[src/rtl/dyn_phase_shift_ctrl.sv]
// Dynamic phase-shift controller: single-step PSEN/PSINCDEC requests, wrapped 0..359 degree accumulator, fixed-latency PSDONE.
// Optional macro DPS_OVERRUN_EN adds a sticky ps_overrun flag for dropped requests.
module dyn_phase_shift_ctrl #(
   parameter int STEP_DEG   = 1,
   parameter int PSDONE_LAT = 12,
   parameter int INIT_SHIFT = 0
) (
   input  logic               clk,
   input  logic               RST_N,
   input  logic               PWRDWN,
   input  logic               LOCKED,
   input  logic               PSEN,
   input  logic               PSINCDEC,
   output logic               PSDONE,
   output logic               busy,
   output logic signed [31:0] shift
`ifdef DPS_OVERRUN_EN
   ,
   output logic               ps_overrun
`endif
);

   typedef enum logic [1:0] {
      IDLE = 2'd0,
      BUSY = 2'd1,
      DONE = 2'd2
   } state_t;

   state_t             state_r;
   logic [7:0]         count_r;
   logic signed [31:0] shift_r;
   logic               psdone_r;
   logic               busy_r;
   logic               locked_s;
   logic               accept_s;
   logic signed [31:0] next_shift_s;

   function automatic logic signed [31:0] wrap_step(input logic signed [31:0] cur, input logic inc);
      logic signed [31:0] nxt;
      if (inc) begin
         nxt = cur + 32'(STEP_DEG);
         if (nxt >= 32'sd360) nxt = nxt - 32'sd360;
      end else begin
         nxt = cur - 32'(STEP_DEG);
         if (nxt < 32'sd0) nxt = nxt + 32'sd360;
      end
      return nxt;
   endfunction

   // Request qualification and next accumulator value; an X on LOCKED is not a lock.
   always_comb begin
      locked_s     = (LOCKED === 1'b1);
      next_shift_s = wrap_step(shift_r, PSINCDEC);
      if (PSEN && locked_s && !PWRDWN && (state_r == IDLE)) begin
         accept_s = 1'b1;
      end else begin
         accept_s = 1'b0;
      end
   end

   // Handshake FSM: accept, count down the latency, pulse PSDONE, return to idle.
   always_ff @(posedge clk or negedge RST_N) begin
      if (!RST_N) begin
         state_r  <= IDLE;
         count_r  <= 8'd0;
         shift_r  <= 32'(INIT_SHIFT);
         psdone_r <= 1'b0;
         busy_r   <= 1'b0;
      end else if (PWRDWN) begin
         state_r  <= IDLE;
         count_r  <= 8'd0;
         psdone_r <= 1'b0;
         busy_r   <= 1'b0;
      end else begin
         case (state_r)
            IDLE: begin
               psdone_r <= 1'b0;
               if (accept_s) begin
                  shift_r <= next_shift_s;
                  busy_r  <= 1'b1;
                  count_r <= 8'(PSDONE_LAT - 1);
                  state_r <= BUSY;
               end
            end
            BUSY: begin
               if (count_r == 8'd0) begin
                  psdone_r <= 1'b1;
                  state_r  <= DONE;
               end else begin
                  count_r <= count_r - 8'd1;
               end
            end
            DONE: begin
               psdone_r <= 1'b0;
               busy_r   <= 1'b0;
               state_r  <= IDLE;
            end
            default: begin
               psdone_r <= 1'b0;
               busy_r   <= 1'b0;
               count_r  <= 8'd0;
               state_r  <= IDLE;
            end
         endcase
      end
   end

   assign PSDONE = psdone_r;
   assign busy   = busy_r;
   assign shift  = shift_r;

`ifdef DPS_OVERRUN_EN
   logic overrun_r;

   // Sticky flag for requests dropped while busy or unlocked; power-down drops are exempt.
   always_ff @(posedge clk or negedge RST_N) begin
      if (!RST_N) begin
         overrun_r <= 1'b0;
      end else if (PSEN && !PWRDWN && !accept_s) begin
         overrun_r <= 1'b1;
      end else begin
         overrun_r <= overrun_r;
      end
   end

   assign ps_overrun = overrun_r;
`endif

endmodule

[config.mk]
export PLATFORM = sky130hd
export DESIGN_NAME = dyn_phase_shift_ctrl
export DESIGN_NICKNAME = d
export VERILOG_FILES = /design/src/rtl/dyn_phase_shift_ctrl.sv
export SDC_FILE = /design/constraint.sdc
export NUM_CORES = 1
export LEC_CHECK = 0
export CAP_MARGIN = 10
export CORE_AREA = 2 2 104 106
export CTS_CLUSTER_SIZE = 24
export DETAILED_ROUTE_END_ITERATION = 7
export DIE_AREA = 0 0 106 108
export PLACE_DENSITY = 0.77
export SYNTH_ARGS = -nofsm -noshare
export SYNTH_HDL_FRONTEND = slang
export SYNTH_SLANG_ARGS = --single-unit
[constraint.sdc]
create_clock -name clk -period 3.47 [get_ports clk]
set_input_delay 0.694 -clock clk [delete_from_list [all_inputs] [get_ports clk]]
set_output_delay 0.694 -clock clk [all_outputs]
set_load 0.005 [all_outputs]
# Word level (Yosys, flattened, before mapping)
# Cells that the tools add are included.
# W data, S select, Z words.
totals:
  ff_bits: 44
  latchBits: 0
  ramBits: 0
  romBits: 0
  input_bits: 6
  output_inout_bits: 34
  word_cells: 49
  mem_count: 0
op_classes:
  add_sub_neg: 5
  multipliers: 0
  div_mod_pow: 0
  n_lt_le_gt_ge: 2
  eq_ne: 8
  n_shift: 0
  muxes: 18
  bitwise_logic: 1
  reduce_logical: 10
op_table:
  columns: ["op", "n"]
  rows:
  - ["$mux W32", 3]
  - ["$add A32 B10 Y32 const B", 1]
  - ["$add A32 B2 Y32 const B", 1]
  - ["$ge A32 B10 Y1 const B", 1]
  - ["$lt A32 B1 Y1 const B", 1]
  - ["$sub A32 B10 Y32 const B", 1]
  - ["$sub A32 B2 Y32 const B", 1]
  - ["$mux W8", 3]
  - ["$pmux W8 S3", 1]
  - ["$ne A3 B3 Y1 const B", 3]
  - ["$logic_not A8 Y1", 1]
  - ["$sub A8 B1 Y8 const B", 1]
  - ["$mux W1", 6]
  - ["$mux W2", 3]
  - ["$reduce_and A3 Y1", 2]
  - ["$ne A2 B2 Y1 const B", 2]
  - ["$pmux W2 S2", 1]
  - ["$reduce_and A2 Y1", 2]
  - ["$logic_and A1 B1 Y1", 3]
  - ["$eq A2 B1 Y1 const B", 1]
  - ["$eq A2 B2 Y1 const B", 1]
  - ["$logic_not A2 Y1", 1]
  - ["$pmux W1 S2", 1]
  - ["$eqx A1 B1 Y1 const B", 1]
  - ["2 further kinds", 2]

# Depth between registers and ports, before layout
# Gate-level depths: netlist of run 1.
depth:
  ltp_word: 8
  depth_mapped: 14
  depth_no_buf: 13

# Least setup slack after synthesis of run 1
# No wires, ideal clock.
synth_path:
  path_kind: "reg-to-reg"
  from: "register shift_r[0] (netlist: shift[0])"
  to: "register shift_r[23] (netlist: shift[23])"
  setup_ns: 0.135
  arrival_time_ns: 3.589
  t_required_ns: 3.335
  path_slack_ns: -0.254
  stages_incl_launch_ff: 15
  path_buffers: 2
  synth_period_minus_slack_ns: 3.724
  path_cell_list: "dfrtp_1 -> buf_2 -> inv_1 -> ha_1 -> nor4b_4 -> nand3_2 -> buf_2 -> or4_1 -> a222oi_1 -> o211ai_4 -> nand2b_1 -> or4_1 -> o21ai_2 -> a211oi_2 -> xor2_1"
synth_between:
  elab_chain_len: 4
  elab_cells_between_ends: 9
  classes_between: "4 x add/sub; 2 x order compare; 3 x mux"
synth_rtl:
  columns: ["item", "line", "source"]
  rows:
  - ["from (decl)", "31", "logic signed [31:0] shift_r;"]
  - ["from (signal assigned)", "66", "shift_r <= 32'(INIT_SHIFT);"]
  - ["from (signal assigned)", "79", "shift_r <= next_shift_s;"]
  - ["$sub A32 B2 Y32 / $add A32 B2 Y32 (equally long branches)", "44, 41", null]
  - ["$add A32 B10 Y32 (tied with other cells)", "45", "if (nxt < 32'sd0) nxt = nxt + 32'sd360;"]
  - ["$mux W32 (on tied branches)", "45, 42", null]
  - ["$mux W32 (*)", "40", "if (inc) begin"]
# Mark *: on every way between the ends. The rest lies on a longest branch, timed or not.
# A chain may end at the register's enable or synchronous reset.

# Final worst setup path of run 1
layout_path:
  from: "register shift_r[5] (netlist: shift[5])"
  to: "register shift_r[18] (netlist: shift[18])"
# Same word-level chain as after synthesis.

==> results_dict.tcl, run 1 <==
set metrics [dict create \
    die_w_um 106 \
    ys_ff_latch 44 \
    worstPathArrival_ns 3.64 \
    fill_cells 832 \
    cts.path.max_buffers 2 \
    fin_ws_ns 0.04257 \
    grt.overflow.total 0 \
    layout_common_cells "buf_4 (127), nor2_1 (77), nand2_1 (62)" \
    synth-async-reset-ratio_pct 100.0 \
    powerDensity_mw_per_mm2 687.0 \
    max_cap_viol_count 0 \
    cts.sink_count 44 \
    start_util_pct 53.99 \
    synth_cell_types 95 \
    finalSetupTns_ns 0 \
    cp_max_fo 6 \
    vias_per_cell 6.582 \
    htreeDepth 2 \
    drt_drc_violations_left 0 \
    required_ns 3.68 \
    antenna_left 0 \
    path_class "flip-flop to flip-flop" \
    grt_max_degree 45 \
    final_common_cell "buf_4" \
    syn_avg_cell_area_sq_um 7.630 \
    ios 40 \
    die_h_um 108 \
    syn_area_sq_mm 0.005524 \
    firstDrtPassIters 6 \
    io_buffers 39 \
    vias 6483 \
    timing.slew.headroom_pct 48.95 \
    die_area_sq_mm 0.01145 \
    peakVddDrop_uv 545.6 \
    leakagePower_uw 0.002773 \
    rsz0062_at_grt "true" \
    synth_edf_count 0 \
    fmax_mhz 291.8 \
    clk_pin_slew_ns 0.11 \
    num_rows 37 \
    skew_ns 0.01040 \
    period_needed_ns 3.427 \
    antenna_found_initial 0 \
    dpl_worst_slack_ns 0.03618 \
    hpwl_um 15060 \
    diodes 0 \
    endpoint_kind "flip-flop" \
    worstHoldPathType "input pin to asynchronous set/reset pin" \
    start_kind "flip-flop" \
    areaGrowthSynthToFinish_pct 30.46 \
    cts_inserted_buffers 5 \
    drive_gt1_share_pct 26.27 \
    syn_nets 736 \
    maxSlewViolCount 0 \
    gp_congestion 1.032 \
    routedWlPerCell_um 20.94 \
    cts_tree "done" \
    synth.yosys.seq_area_share_pct 19.93 \
    synthCells 724 \
    fin_crit_sh_pct 98.77 \
    grt_pass1_vias 5911 \
    fp.coreArea_sq_mm 0.01023 \
    finalHoldViolations 0 \
    cts_root_buf "clkbuf_8" \
    status "complete, no violations" \
    setup_viol_count_final 0 \
    worst_pin_slew_ns 0.7551 \
    grt_pass1_wl_um 31870 \
    grt_usage_pct 35.31 \
    drt_first_iter_violations 705 \
    yosys_warnings 0 \
    ys.flop_type "dfrtp_1" \
    insertion_delay_ns 0.33 \
    totalWireLength_um 20620 \
    fin_nets 860 \
]
-- through the flow --
stage               util (%)  instances  area (sq um)  power [uW]  hold WS (ns)
global route           70.44        985          7207        5240        0.3220
floorplan                  -        724          5570        2876        0.3984
global placement       65.66        954          6718        4133        0.4786
CTS                    66.89        962          6844        4679        0.5166
finish                 70.44        985          7207        4951        0.3031
detailed placement     65.66        954          6718        4191        0.4899
-- worst paths after layout --
path	from	end	slack, ns	cells past startpoint
min in group clk	busy	busy	0.51	1
setup reg to reg	shift[5]	shift[18]	0.04	13
max in group asynchronous	RST_N	shift[11]	2.62	2
hold / removal	RST_N	state_r[0]	0.30	1
hold reg to reg	busy	busy	0.51	1
setup / recovery	shift[5]	shift[18]	0.04	13
-- flip-flops by register name, indices dropped and copies added, names as in the netlist --
| name | count |
|---|---|
| busy | 1 |
| shift | 32 |
| state_r | 2 |
| count_r | 8 |
| PSDONE | 1 |
-- power breakdown --
part,leakage [uW],switching [uW],internal (uW)
sequential,0.000526,269,696
clock,0.0000548,239,218
combinational,0.00219,1900,1630
-- cells in the mapped netlist (all sizes together), types with 4 or more instances --
master	count	share of area [%]
nor2	78	5.3
nand2	63	4.3
xnor2	49	7.9
dfrtp	44	20
o21ai	33	3.3
clkbuf	31	2.1
nand3	31	2.9
xor2	30	4.8
a21oi	29	2.7
nor3	28	3.0
buf	27	2.7
nand4	22	2.6
nor4	19	2.4
and4	17	2.7
a211oi	14	2.5
inv	14	0.95
and2	13	1.5
or3	13	1.6
and3	12	1.4
mux2i	9	1.6
nand2b	9	1.0
o211ai	8	1.3
or4	8	1.2
a21o	7	0.95
a2bb2oi	7	1.1
a31oi	6	0.68
ha	6	1.4
nor2b	6	0.68
nor3b	5	0.97
nor4b	5	1.2
o31ai	5	0.68
a22oi	4	0.54
o211a	4	0.72
o21a	4	0.54
o22ai	4	0.45
o311ai	4	0.63
o31a	4	0.63
or2	4	0.45
-- per-layer routing --
metal / GRT usage (%) / up-vias / share of wire [%]
met4: 11.56 / 0 / 3.9
met1: 49.55 / 3095 / 42
met5: 0 / - / 0
met3: 6.088 / 71 / 9.3
li1: - / 2936 / -
met2: 55.30 / 381 / 44
-- cell type report --
cell class	instances	area [sq um]	area share (%)
inverters	15	61.31	0.8507
well taps	136	170.2	2.361
repair buffers	175	1455	20.19
clock inverters	3	46.29	0.6424
multi-input cells	607	4293	59.57
flip-flops and latches	44	1112	15.43
clock buffers	5	68.82	0.9549
-- timing repair --
action,CTS,global route
gates resized for setup,1,42
pin swaps,0,18
setup buffers,0,22
setup endpoints to repair,1,18
hold buffers,0,0
-- kinds of logic (layout without fill, tap and decap cells) --
logic type | count (synthesis) | after routing | synth area share [%]
AND/OR/NAND/NOR | 340 | 340 | 34.45
AO/OA/AOI/OAI | 170 | 170 | 23.56
buffers and inverters | 73 | 198 | 5.798
flip-flops | 44 | 44 | 19.93
multiplexers | 12 | 12 | 2.242
XOR/XNOR | 79 | 79 | 12.66
adder cells (fa/ha/maj) | 6 | 6 | 1.359
-- worst max-delay path: stages (launching register included) --
cell and delay [ns]:
dfrtp_1 0.45, buf_12 0.16, nor4_4 0.33, buf_4 0.18, and4_1 0.28, nand4_1 0.18, xor2_2 0.25, a2111oi_4 0.52
buf_4 0.25, nand2_1 0.10, o22a_1 0.19, a21oi_1 0.15, a211oi_1 0.08, xor2_1 0.18
Note: power is estimated with default switching activity, not from simulation.
==> run 2, diff against run 1 <==
Settings changed: CORE_AREA 2 2 104 106 to 4 4 106 108, DIE_AREA 0 0 106 108 to 0 0 110 112, SKIP_CTS_REPAIR_TIMING set to 1.
==> results_dict.tcl, run 2 (synthesis gave the netlist of run 1 again) <==
set metrics [dict create \
    max_cap_viol_count 0 \
    totalWireLength_um 20590 \
    antenna_left 0 \
    grt_usage_pct 33.15 \
    cp_max_fo 6 \
    fill_cells 841 \
    drt_drc_violations_left 0 \
    vias 6376 \
    cpPeakStageDelay_ns 0.59 \
    htreeDepth 2 \
    finalSetupTns_ns 0 \
    grt.overflow.total 0 \
    ios 40 \
    powerDensity_mw_per_mm2 698.5 \
    endpoint_kind "flip-flop" \
    cts_root_buf "clkbuf_8" \
    fp.coreArea_sq_mm 0.01023 \
    routedWlPerCell_um 20.96 \
    crit_family "simple AND/OR/NAND/NOR gates" \
    rsz0062_at_grt "true" \
    skew_ns 0.01549 \
    required_ns 3.68 \
    worstPathArrival_ns 3.61 \
    crit_slowest_cell "or4_4" \
    grt_pass1_vias 5931 \
    timing.slew.headroom_pct 27.54 \
    die_h_um 112 \
    cts_inserted_buffers 5 \
    clk_pin_slew_ns 0.11 \
    diodes 0 \
    maxSlewViolCount 0 \
    rrSetupSlack_ns 0.07 \
    worst_pin_slew_ns 1.087 \
    post-route-util_pct 70.01 \
    leakagePower_uw 0.002743 \
    final_common_cell "buf_4" \
    gp_congestion 1.105 \
    drive_gt1_share_pct 25.41 \
    layout_common_cells "buf_4 (126), nor2_1 (77), nand2_1 (62)" \
    period_needed_ns 3.401 \
    fmax_mhz 294.0 \
    largest_reg_flops 32 \
    antenna_found_initial 0 \
    cts.path.max_buffers 2 \
    fin_crit_sh_pct 98.02 \
    hold_slack_ns 0.5212 \
    die_area_sq_mm 0.01232 \
    cts_tree "done" \
    firstDrtPassIters 5 \
    hpwl_um 15180 \
    cts.sink_count 44 \
    crit_path_cell_trace "or4_4, buf_6, or4_4, a222oi_1, buf_4, o211ai_4, nor3b_2, buf_4, mux2i_2, o21ai_1, a21oi_1, a221oi_2" \
    finalHoldViolations 0 \
    grt_pass1_wl_um 32020 \
    drt_first_iter_violations 747 \
    start_kind "flip-flop" \
    path_class "flip-flop to flip-flop" \
    setup_viol_count_final 0 \
    peakVddDrop_uv 613.1 \
    status "complete, no violations" \
    num_rows 37 \
    io_buffers 39 \
    insertion_delay_ns 0.34 \
    die_w_um 110 \
    grt_max_degree 45 \
    fin_nets 857 \
    worstHoldPathType "flip-flop to flip-flop" \
    areaGrowthSynthToFinish_pct 29.67 \
    vias_per_cell 6.493 \
    start_util_pct 53.99 \
    critPathBufInv 3 \
]
[run 2: changes by cell type in the layout (fill, tap and decap cells not counted), moves of 2 or more]
cell / before / now
buf_6: 5 / 1
dfrtp_1: 35 / 38
dfrtp_2: 9 / 6
buf_8: 0 / 2
nor3_1: 21 / 23
[run 2: report_power, final]
part	internal, uW	switching [uW]
registers	692	234
clock network	218	229
logic	1650	1980
[run 2: layout make-up]
cell class | count | area [sq um] | area share (%)
Timing Repair Buffer | 171 | 1428 | 19.93
Inverter | 15 | 63.81 | 0.8908
Tap cell | 136 | 170.2 | 2.376
Clock inverter | 3 | 46.29 | 0.6463
Clock buffer | 5 | 68.82 | 0.9607
Multi-Input combinational cell | 608 | 4278 | 59.72
Sequential cell | 44 | 1109 | 15.48
[run 2: worst paths after layout]
kind	cells after the start	from	end
max	12	shift[11]	shift[25]
min	1	busy	busy
min reg2reg	1	busy	busy
min in group asynchronous	1	RST_N	shift[11]
max reg2reg	12	shift[11]	shift[25]
max in group asynchronous	1	RST_N	shift[13]
[run 2: per-stage QoR]
step | total power [uW] | setup slack [ns] | std cells | area [sq um]
6_report | 5003 | 0.06879 | 982 | 7163
5_1_grt | 5337 | -0.06728 | 982 | 7163
4_1_cts | 4669 | 0.01539 | 963 | 6840
3_5_place_dp | 4196 | 0.06183 | 955 | 6725
3_3_place_gp | 4130 | 0.02586 | 955 | 6725
2_1_floorplan | 2876 | -0.08167 | 724 | 5570
[run 2: metal layers]
metal	vias to the layer above	GRT usage, %	routed length (um)
met3	75	7.652	1970
met1	2990	46.08	8624
met5	-	0	0
met4	0	13.13	839
li1	2936	-	-
met2	375	49.19	9153
==> run 3, diff against run 2 <==
Settings changed: CAP_MARGIN 10 to unset, PLACE_DENSITY 0.77 to 0.74.
==> results_dict.tcl, run 3 (synthesis gave the netlist of run 1 again) <==
set metrics [dict create \
    violations "setup timing" \
    fmax_mhz 285.3 \
    cts_tree "done" \
    die_area_sq_mm 0.01232 \
    cp_max_fo 8 \
    clkPwrFrac_pct 9.1 \
    maxSlewViolCount 0 \
    max_cap_viol_count 0 \
    grt_max_degree 45 \
    rrSetupSlack_ns -0.04 \
    powerDensity_mw_per_mm2 690.3 \
    totalWireLength_um 19790 \
    crit_path_cell_trace "or4_4, or3_4, buf_6, or3_4, a211oi_4, o21ai_4, nor3b_2, nand2_1, xnor2_1, a21o_1, a221o_1" \
    cts_root_buf "clkbuf_8" \
    power_uw 4877 \
    grt_pass1_wl_um 30930 \
    path_class "flip-flop to flip-flop" \
    fin_ws_ns -0.03565 \
    grt_usage_pct 31.88 \
    finalHoldViolations 0 \
    grt.overflow.total 0 \
    cts.sink_count 44 \
    start_util_pct 53.99 \
    hpwl_um 14650 \
    required_ns 3.70 \
    ff2ff_path_depth 11 \
    power.switching_uw 2371 \
    p_int_uw 2507 \
    fp.coreArea_sq_mm 0.01023 \
    routedWlPerCell_um 20.42 \
    leakagePower_uw 0.002704 \
    rsz0062_at_grt "true" \
    dpl_worst_slack_ns -0.1155 \
    firstDrtPassIters 5 \
    peakVddDrop_uv 525.0 \
    antenna_left 0 \
    switching_share_pct 48.60 \
    r2r-end "shift[29]" \
    largest_reg_flops 32 \
    hold_path_depth 1 \
    drive_gt1_share_pct 24.37 \
    combPwrFrac_pct 71.4 \
    period_needed_ns 3.506 \
    vias_per_cell 6.553 \
    cp.depth 11 \
    num_rows 37 \
    worst_pin_slew_ns 1.063 \
    vias 6350 \
    status "complete, but fails checks" \
    cpPeakStageDelay_ns 0.52 \
    fin_nets 844 \
    ios 40 \
    endpoint_kind "flip-flop" \
    diodes 0 \
    layout_common_cells "buf_4 (115), nor2_1 (77), nand2_1 (62)" \
    start_kind "flip-flop" \
    fin_crit_sh_pct 101.0 \
    cts_inserted_buffers 5 \
    htreeDepth 2 \
    io_buffers 39 \
    crit_end "shift[29]" \
    hold_slack_ns 0.5106 \
    crit_family "simple AND/OR/NAND/NOR gates" \
    die_w_um 110 \
    antenna_found_initial 0 \
    path_common_cell "or3_4" \
    skew_ns 0.01166 \
    crit_start "shift[14]" \
    gp_congestion 0.9768 \
    clk_pin_slew_ns 0.11 \
    insertion_delay_ns 0.34 \
    drt_drc_violations_left 0 \
    reg2reg_from "shift[14]" \
    drt_first_iter_violations 541 \
    cts.path.max_buffers 2 \
    grt_pass1_vias 5965 \
    timing.slew.headroom_pct 29.16 \
    crit_slowest_cell "or4_4" \
    critPathBufInv 1 \
    worstPathArrival_ns 3.74 \
    finalSetupTns_ns -0.03565 \
    die_h_um 112 \
    final_common_cell "buf_4" \
    setup_viol_count_final 1 \
    worstHoldPathType "flip-flop to flip-flop" \
    seq_power_share_pct 19.4 \
    areaGrowthSynthToFinish_pct 27.90 \
]
run 3: changes by cell type in the layout (fill, tap and decap cells not counted), sizes merged:
cell | before | now
buf | 134 | 122
clkinv | 1 | 3
inv | 15 | 14
clkinvlp | 1 | 0
or3 | 14 | 13
run 3: area by class of cell:
class / instances / area (sq um)
multi-input cells: 607 / 4292
fillers: 840 / 3166
repair buffers: 159 / 1318
flip-flops and latches: 44 / 1109
well taps: 136 / 170.2
clock buffers: 5 / 68.82
inverters: 15 / 61.31
clock inverters: 3 / 47.55
run 3: worst min path at each step:
| stage | slack [ns] | to | start |
|---|---|---|---|
| final | 0.51 | busy | busy |
| after global routing | 0.53 | busy | busy |
| after CTS | 0.52 | busy | busy |
| after detailed placement | 0.50 | busy | busy |
| after global placement | 0.48 | busy | busy |
| after floorplan | 0.40 | PSDONE | RST_N |
run 3: worst reg2reg max path: stages, from the launching register on:
cell and delay [ns]:
dfrtp_2 0.45, or4_4 0.52, or3_4 0.44, buf_6 0.14
or3_4 0.37, a211oi_4 0.31, o21ai_4 0.14, nor3b_2 0.29
nand2_1 0.11, xnor2_1 0.15, a21o_1 0.18, a221o_1 0.29
run 3: power groups by stage:
stage | Combinational [uW] | Clock [uW] | Sequential (uW)
after detailed placement | 3250 | 0 | 940
after CTS | 3260 | 451 | 932
final | 3480 | 445 | 948
after global routing | 3760 | 473 | 970
after global placement | 3160 | 0 | 936
after floorplan | 1980 | 0 | 900
run 3: per-stage QoR:
stage               instance area [sq um]  instances  util (%)
CTS                                  6782        955     66.28
floorplan                            5570        724         -
detailed placement                   6665        947     65.15
global placement                     6665        947     65.15
global route                         7066        969     69.06
finish                               7066        969     69.06
run 3: routing by layer:
layer	track usage [%]	wire (um)	vias to the layer above
li1	-	-	2898
met1	42.94	7998	3082
met2	50.53	9414	316
met3	5.391	1722	54
met4	12.05	652	0
met5	0	0	-
